--- config.mk ---
export PLATFORM = sky130hd
export DESIGN_NAME = pipe_hazard_ctrl
export DESIGN_NICKNAME = d
export VERILOG_FILES = /design/src/rtl/pipe_hazard_ctrl.sv
export SDC_FILE = /design/constraint.sdc
export NUM_CORES = 1
export LEC_CHECK = 0
export ABC_CLOCK_PERIOD_IN_PS = 2900
export CORE_ASPECT_RATIO = 1.25
export CORE_MARGIN = 3
export CORE_UTILIZATION = 45
export DETAILED_ROUTE_END_ITERATION = 16
export MAX_ROUTING_LAYER = met4
export PLACE_DENSITY = 0.81
export RECOVER_POWER = 100
export SYNTH_ARGS = -nofsm -noshare
export SYNTH_HDL_FRONTEND = slang
export SYNTH_SLANG_ARGS = --single-unit
--- constraint.sdc ---
create_clock -name clk -period 2.9 [get_ports clk]
set_input_delay 0.58 -clock clk [delete_from_list [all_inputs] [get_ports clk]]
set_output_delay 0.58 -clock clk [all_outputs]
set_load 0.05 [all_outputs]
--- src/rtl/pipe_hazard_ctrl.sv ---
// pipe_hazard_ctrl: stall/flush/PC-hold control with load-use bubbles, halt drain and stall counter
module pipe_hazard_ctrl #(
    parameter int NREG     = 4,
    parameter int LOAD_LAT = 1,
    parameter int BR_STG   = 2,
    parameter int CNT_W    = 16
) (
    input  logic             clk,
    input  logic             rst_n,
    input  logic             jr_sel,
    input  logic             label_sel,
    input  logic             prediction,
    input  logic             lw_hazard,
    input  logic             hlt_id,
    input  logic             hlt_wb,
    input  logic             freeze,
    output logic             pc_hold,
    output logic [NREG-1:0]  stall,
    output logic [NREG-1:0]  flush,
    output logic             real_hlt,
    output logic [CNT_W-1:0] stall_cycles
);
    typedef enum logic [1:0] {RUN, LDSTALL, DRAIN, HALTED} state_t;
    localparam logic [NREG-1:0] BIT0 = NREG'(1);
    localparam logic [NREG-1:0] BIT1 = NREG'(2);
    localparam logic [NREG-1:0] LBL_MASK = {NREG{1'b1}} >> (NREG - BR_STG);
    state_t state, nextState;
    logic [2:0] lcnt, nextLcnt;
    logic redirect;
    logic [NREG-1:0] redirFlush;
    assign redirect   = jr_sel | prediction | label_sel;
    assign redirFlush = ((jr_sel | prediction) ? BIT0 : '0) | (label_sel ? LBL_MASK : '0);
    assign real_hlt   = state == HALTED;
    always_comb begin
        nextState = state;
        nextLcnt  = lcnt;
        pc_hold   = 1'b0;
        stall     = '0;
        flush     = '0;
        if (!rst_n) begin
            pc_hold = 1'b1;
            stall   = '1;
            flush   = '1;
        end else if (state == HALTED || freeze) begin
            pc_hold = 1'b1;
            stall   = '1;
        end else if (state == DRAIN) begin
            // a taken branch behind the halt means the halt was on the wrong path
            if (label_sel) begin
                flush     = LBL_MASK;
                nextState = RUN;
            end else begin
                pc_hold   = 1'b1;
                flush     = BIT0;
                nextState = hlt_wb ? HALTED : DRAIN;
            end
        end else if (redirect) begin
            flush     = redirFlush;
            nextState = RUN;
            nextLcnt  = '0;
        end else if (state == LDSTALL || lw_hazard) begin
            pc_hold = 1'b1;
            stall   = BIT0;
            flush   = BIT1;
            if (state == LDSTALL) begin
                nextLcnt  = lcnt - 3'd1;
                nextState = (lcnt <= 3'd1) ? RUN : LDSTALL;
            end else if (LOAD_LAT > 1) begin
                nextState = LDSTALL;
                nextLcnt  = 3'(LOAD_LAT - 1);
            end
        end else if (hlt_id) begin
            pc_hold   = 1'b1;
            stall     = BIT0;
            nextState = DRAIN;
        end
    end
    always_ff @(posedge clk or negedge rst_n) begin
        if (!rst_n) begin
            state        <= RUN;
            lcnt         <= '0;
            stall_cycles <= '0;
        end else begin
            state <= nextState;
            lcnt  <= nextLcnt;
            if (pc_hold && !freeze && state != HALTED && stall_cycles != '1)
                stall_cycles <= stall_cycles + CNT_W'(1);
        end
    end
endmodule

==> flow_summary.ini, run 1 <==
[final_layout]
most-common-layout-cells = sky130_fd_sc_hd__dfrtp_1, sky130_fd_sc_hd__dlygate4sd3_1, sky130_fd_sc_hd__nor2_1, sky130_fd_sc_hd__nand2_1, sky130_fd_sc_hd__xor2_1
finalInstanceArea_sq_mm = 0.00155
n_antenna_cell = 0
flow.area_growth_from_synthesis_pct = 25.5
ratio_of_cells_with_drive_above_1_in_the_final_layout_pct = 7.60
finish.net_count = 184
layout_commonest_cell = sky130_fd_sc_hd__dfrtp_1
fillCellCount = 236

[clocking]
clkSinkCount = 21
ctsResizeCount = 0
inserted_clock_buffers = 3
root_buffer = sky130_fd_sc_hd__clkbuf_4
clkTransAtPathRegs_ns = 0.10
clockBufferDepth = 2
cts_setup_buffers = 0
clk_latency_ns = 0.30
cts_tree = built
htreeDepth = 1
cts-hold-fix-buffers = 0

[sta]
period_minus_slack_ns = 2.71
tightestPinTransition_ns = 0.708
timing.max_slew.rel_slack_pct = 52.8
final-max-slew-violation-count = 0
finalSetupViolCount = 0
max_freq_mhz = 369
timing.setup.tns_ns = 0
min_period_over_period_pct = 93.5
worst_clock_skew_ns = 0.00539
report.final.hold_viol_count = 0
rsz0062_at_grt = no

[grt]
use_met3_pct = 1.84
grt_max_degree = 16
top_usage_layer = met2
grt_usage_pct = 18.8
grt_antenna_before_repair = 0
grt_pass1_vias = 1103
grt_use_met2_pct = 32.3
wire_length_of_the_first_global_routing_pass_um = 4750
remaining_global_route_overflow = 0
grt.met1_usage_pct = 21.9

[drt]
avgRoutedWirePerCell_um = 13.7
detail_route.vias_per_cell = 5.34
drc = 0
detailroute.via_count = 1089
drt_pass1_iterations = 4
finalWirelength_um = 2800
antenna_left = 0
drt-initial-drc-count = 19

[power_and_ir_drop]
pwr-share-seq_pct = 42.0
power.ir.vdd_worst_v = 0.000520
power.density_cell_area_mw_per_mm2 = 630
p_int_mw = 0.532
switching_share_pct = 45.7
leakage_nw = 0.717
power.switching_mw = 0.448
share_comb_of_total_power_pct = 43.9
clock_power_share_pct = 14.1

[synthesis]
synth_top_area_share_pct = 42.4
ys_dominant_reg_cell = sky130_fd_sc_hd__dfrtp_1
synth_fp_nets = 149
syn-cell-area_sq_mm = 0.00124
ys_seq_area_share_pct = 42.4
synth_area_per_cell_sq_um = 9.04
synth_warnings = 0
synthDominantAreaCellType = sky130_fd_sc_hd__dfrtp_1
postSynth.asyncResetShare_pct = 100
synth_top_cells_by_area = sky130_fd_sc_hd__dfrtp_1, sky130_fd_sc_hd__xor2_1, sky130_fd_sc_hd__nand2_1
synth_enable_flop_cells = 0
synthesis.instances = 137
synth_cell_types = 34
synth_seq_cells = 21

[floorplanning]
design.portCount = 35
placeableCoreArea_sq_mm = 0.00253
fp-row-count = 20
floorplan.die.height_um = 64.7
die_w_um = 52.9
design.die.area_sq_mm = 0.00342
starting_density_pct = 49.0

[critical_path]
reg_to_reg_endpoint = stall_cycles[5]
worst_reg2reg_setup_slack_ns = 0.67
timing.critical_path.from_type = primary input
required_ns = 2.32
worst_r2r_startpoint = state[0]
worstRegToRegCells = 5
timing.critical_path.to = pc_hold
worst_setup_path_startpoint = label_sel
timing.critical_path.to_type = primary output
crit_path_max_incr_delay_ns = 0.49
critPathMaxFanout = 8
critPathKind = primary input to primary output
critical_path_depth = 6
buffers_and_inverters_on_the_worst_path = 2
critical-path-slowest-cell = sky130_fd_sc_hd__clkdlybuf4s50_1
cp.arrival_ns = 2.13
critPathTopFamily = buffers and inverters
path_cells = clkdlybuf4s50_1 > or3_1 > nor2_1 > o21ai_0 > nand2_1 > clkbuf_2

[placed_design]
routability_congestion_estimate_from_global_placement = 0.851
total_placed_instance_area_sq_mm = 0.00162
hpwl_um = 2130
number_of_input_and_output_port_buffers_inserted = 34

[job]
cap_violations = 0

[worst_hold_path]
hold_path_class = register to register

[status]
outcome = finished clean
-- worst min-delay path by stage --
stage                                start                to  slack (ns)  cells after the start
final                     stall_cycles[10]  stall_cycles[10]        0.50                      1
after global routing      stall_cycles[10]  stall_cycles[10]        0.53                      1
after CTS                            rst_n           lcnt[2]        0.51                      1
after detailed placement           lcnt[1]           lcnt[1]        0.49                      2
after global placement             lcnt[1]           lcnt[1]        0.47                      2
after floorplan                      rst_n           lcnt[0]        0.28                      0
-- flip-flops by register name (all words and copies together), names as in the netlist --
| signal | count |
|---|---|
| lcnt | 3 |
| stall_cycles | 16 |
| state | 2 |
-- area by class of cell --
| class | instances | area (sq um) | area share [%] |
|---|---|---|---|
| multi-input cells | 103 | 619 | 39.9 |
| inverters | 7 | 26.3 | 1.69 |
| repair buffers | 36 | 315 | 20.3 |
| well taps | 33 | 41.3 | 2.66 |
| flip-flops and latches | 21 | 526 | 33.8 |
| clock buffers | 4 | 26.3 | 1.69 |
-- power by group through the flow --
stage	clock (mW)	combinational [mW]	sequential, mW
2_1_floorplan	0	0.189	0.533
3_3_place_gp	0	0.463	0.414
3_5_place_dp	0	0.467	0.418
4_1_cts	0.147	0.470	0.413
5_1_grt	0.158	0.464	0.424
6_report	0.138	0.430	0.412
-- synth_stat cells, types with 3 or more instances --
cell	n
sky130_fd_sc_hd__xnor2_1	3
sky130_fd_sc_hd__nor2_1	16
sky130_fd_sc_hd__nand4_1	3
sky130_fd_sc_hd__inv_1	7
sky130_fd_sc_hd__nor3_1	6
sky130_fd_sc_hd__dfrtp_1	21
sky130_fd_sc_hd__ha_1	3
sky130_fd_sc_hd__buf_4	3
sky130_fd_sc_hd__a21oi_1	5
sky130_fd_sc_hd__nand2_1	16
sky130_fd_sc_hd__nand2b_1	3
sky130_fd_sc_hd__nand3_1	7
sky130_fd_sc_hd__o21ai_0	7
sky130_fd_sc_hd__xor2_1	10
-- metrics by stage --
step	hold WS [ns]	instances	setup WS, ns	util, %	power [mW]
detailed placement	0.489	200	0.237	64.2	0.885
finish	0.504	204	0.189	61.5	0.979
global placement	0.465	200	0.269	64.2	0.877
global route	0.534	204	0.0808	61.5	1.05
CTS	0.505	204	0.231	65.2	1.03
floorplan	0.284	137	0.666	-	0.722
-- per-layer routing --
metal  wire length (um)  share of wire (%)
met2               1360                 48
met4                 49                1.7
met3                162                5.8
met1               1230                 44
met5                  0                  0
-- cells by family after synthesis --
family / Yosys count / synth area share (%)
AOI/OAI and AO/OA: 22 / 11.3
xor gates and xnor gates: 13 / 9.19
adders and majority gates: 3 / 3.03
buffers and inverters: 13 / 5.45
DFF: 21 / 42.4
muxes: 3 / 2.73
and+or+nand+nor: 62 / 25.9
No activity file was read; power rests on OpenSTA's default activity.
==> run 2, diff against run 1 <==
--- a/config.mk
+++ b/config.mk
@@ -5,13 +5,13 @@
 export SDC_FILE = /design/constraint.sdc
 export NUM_CORES = 1
 export LEC_CHECK = 0
-export ABC_CLOCK_PERIOD_IN_PS = 2900
+export ABC_CLOCK_PERIOD_IN_PS = 2200
 export CORE_ASPECT_RATIO = 1.25
 export CORE_MARGIN = 3
-export CORE_UTILIZATION = 45
+export CORE_UTILIZATION = 42
 export DETAILED_ROUTE_END_ITERATION = 16
 export MAX_ROUTING_LAYER = met4
-export PLACE_DENSITY = 0.81
+export PLACE_DENSITY = 0.79
 export RECOVER_POWER = 100
 export SYNTH_ARGS = -nofsm -noshare
 export SYNTH_HDL_FRONTEND = slang
==> constraint.sdc (replaced) <==
create_clock -name clk -period 2.2 [get_ports clk]
set_input_delay 0.44 -clock clk [delete_from_list [all_inputs] [get_ports clk]]
set_output_delay 0.44 -clock clk [all_outputs]
set_load 0.05 [all_outputs]
==> flow_summary.ini, run 2 (synthesized netlist as in run 1, its figures left out) <==
[critical_path]
required_ns = 1.76
timing.critical_path.to = stall[2]
critical-path-slowest-cell = sky130_fd_sc_hd__clkdlybuf4s50_1
cp.arrival_ns = 1.68
critPathMaxFanout = 5
timing.critical_path.to_type = primary output
worst_r2r_startpoint = state[1]
worst_reg2reg_setup_slack_ns = 0.23
timing.critical_path.from_type = primary input
worst_setup_path_startpoint = freeze
critPathKind = primary input to primary output
crit_path_max_incr_delay_ns = 0.48
worstRegToRegCells = 5
path_cells = clkdlybuf4s50_1 > nand2b_1 > or2_2 > clkbuf_4
reg_to_reg_endpoint = stall_cycles[12]

[floorplanning]
placeableCoreArea_sq_mm = 0.00276
design.die.area_sq_mm = 0.00364
die_w_um = 54.6
starting_density_pct = 44.9
floorplan.die.height_um = 66.7
fp-row-count = 21
design.portCount = 35

[final_layout]
layout_commonest_cell = sky130_fd_sc_hd__dfrtp_1
flow.area_growth_from_synthesis_pct = 37.5
largest-register = stall_cycles
n_antenna_cell = 0
ratio_of_cells_with_drive_above_1_in_the_final_layout_pct = 18.8
number_of_flip_flops_under_the_largest_register_name = 16
finish.net_count = 199
fillCellCount = 244
layout_top_registers = stall_cycles: 16 flops, lcnt: 3 flops, state: 2 flops
layout.cells.non_filler = 220
most-common-layout-cells = sky130_fd_sc_hd__dfrtp_1, sky130_fd_sc_hd__nor2_1, sky130_fd_sc_hd__nand2_1, sky130_fd_sc_hd__dlygate4sd3_1, sky130_fd_sc_hd__buf_4

[grt]
grt_usage_pct = 20.2
grt_max_degree = 15
grt_pass1_vias = 1226
grt_antenna_before_repair = 0
remaining_global_route_overflow = 0
wire_length_of_the_first_global_routing_pass_um = 5180

[sta]
final-max-slew-violation-count = 0
timing.max_slew.rel_slack_pct = 58.9
report.final.hold_viol_count = 0
period_minus_slack_ns = 2.12
rsz0062_at_grt = no
worst_clock_skew_ns = 0.00660
tightestPinTransition_ns = 0.619
finalSetupViolCount = 0
min_period_over_period_pct = 96.5
timing.setup.tns_ns = 0
fin_hold_ws_ns = 0.149
max_freq_mhz = 471

[power_and_ir_drop]
power.density_cell_area_mw_per_mm2 = 799
power.ir.vdd_worst_v = 0.000767
leakage_nw = 0.804

[clocking]
inserted_clock_buffers = 3
clkTransAtPathRegs_ns = 0.11
clockBufferDepth = 2
clk_latency_ns = 0.31
cts_tree = built
clkSinkCount = 21
root_buffer = sky130_fd_sc_hd__clkbuf_4
htreeDepth = 1

[status]
outcome = finished clean

[placed_design]
hpwl_um = 2490
number_of_input_and_output_port_buffers_inserted = 34
place.detailed.instances = 215
routability_congestion_estimate_from_global_placement = 0.819

[drt]
antenna_left = 0
finalWirelength_um = 3220
detail_route.vias_per_cell = 5.38
drt-initial-drc-count = 32
detailroute.via_count = 1183
drt_pass1_iterations = 4
drc = 0
avgRoutedWirePerCell_um = 14.6

[worst_hold_path]
hold_path_class = primary input to asynchronous set/reset pin

[job]
cap_violations = 0
## run 2: cell types whose count changed in the layout (fill, tap and decap cells not counted), sizes merged
cell	previous run	this run
dlygate4sd2	0	3
buf	1	16
dlygate4sd3	18	15
dlymetal6s2s	0	1
clkbuf	14	16
clkdlybuf4s50	7	4
## run 2: stage by stage
| stage | setup slack [ns] | util (%) | power (mW) | cell area [sq um] |
|---|---|---|---|---|
| 2_1_floorplan | 0.136 | - | 0.952 | 1240 |
| 3_3_place_gp | -0.187 | 62.5 | 1.19 | 1730 |
| 3_5_place_dp | -0.219 | 62.5 | 1.22 | 1730 |
| 4_1_cts | 0.0169 | 64.4 | 1.41 | 1780 |
| 5_1_grt | 0.0253 | 61.7 | 1.44 | 1700 |
| 6_report | 0.0759 | 61.7 | 1.36 | 1700 |
## run 2: cell type report
class | count | area (sq um) | area share [%]
timing repair buffer | 51 | 430 | 25.3
sequential | 21 | 526 | 30.9
inverter | 7 | 26.3 | 1.54
multi-input combinational | 103 | 652 | 38.3
clock buffer | 4 | 26.3 | 1.54
tap | 34 | 42.5 | 2.50
## run 2: routing by layer
layer | wire length [um] | global-route usage, %
met5 | 0 | -
met2 | 1720 | 36.7
met1 | 1300 | 22.1
met3 | 135 | 1.34
met4 | 71 | 8.41
## run 2: power breakdown
group	switching (mW)	internal, mW	total (mW)	leakage [nW]
Sequential	0.0817	0.450	0.531	0.274
Combinational	0.428	0.217	0.645	0.514
Clock	0.114	0.0709	0.185	0.0150
Total	0.624	0.737	1.36	0.804
## run 2: repair_timing
action,CTS,global route
resized for setup,9,4
gates cloned,0,0
pin swaps,3,1
hold buffers,0,0
setup buffers,1,0
setup endpoints to repair,4,3
## run 2: how the worst min path moves through the flow
stage | to | start
after floorplan | lcnt[0] | rst_n
after global placement | lcnt[1] | lcnt[1]
after detailed placement | lcnt[1] | lcnt[1]
after CTS | stall_cycles[14] | rst_n
after global routing | stall_cycles[14] | rst_n
final | stall_cycles[12] | rst_n
## run 2: critical path, delay by kind of cell
family        cells  cell delay [ns]
buf+inv           2             0.71
simple gates      2             0.53
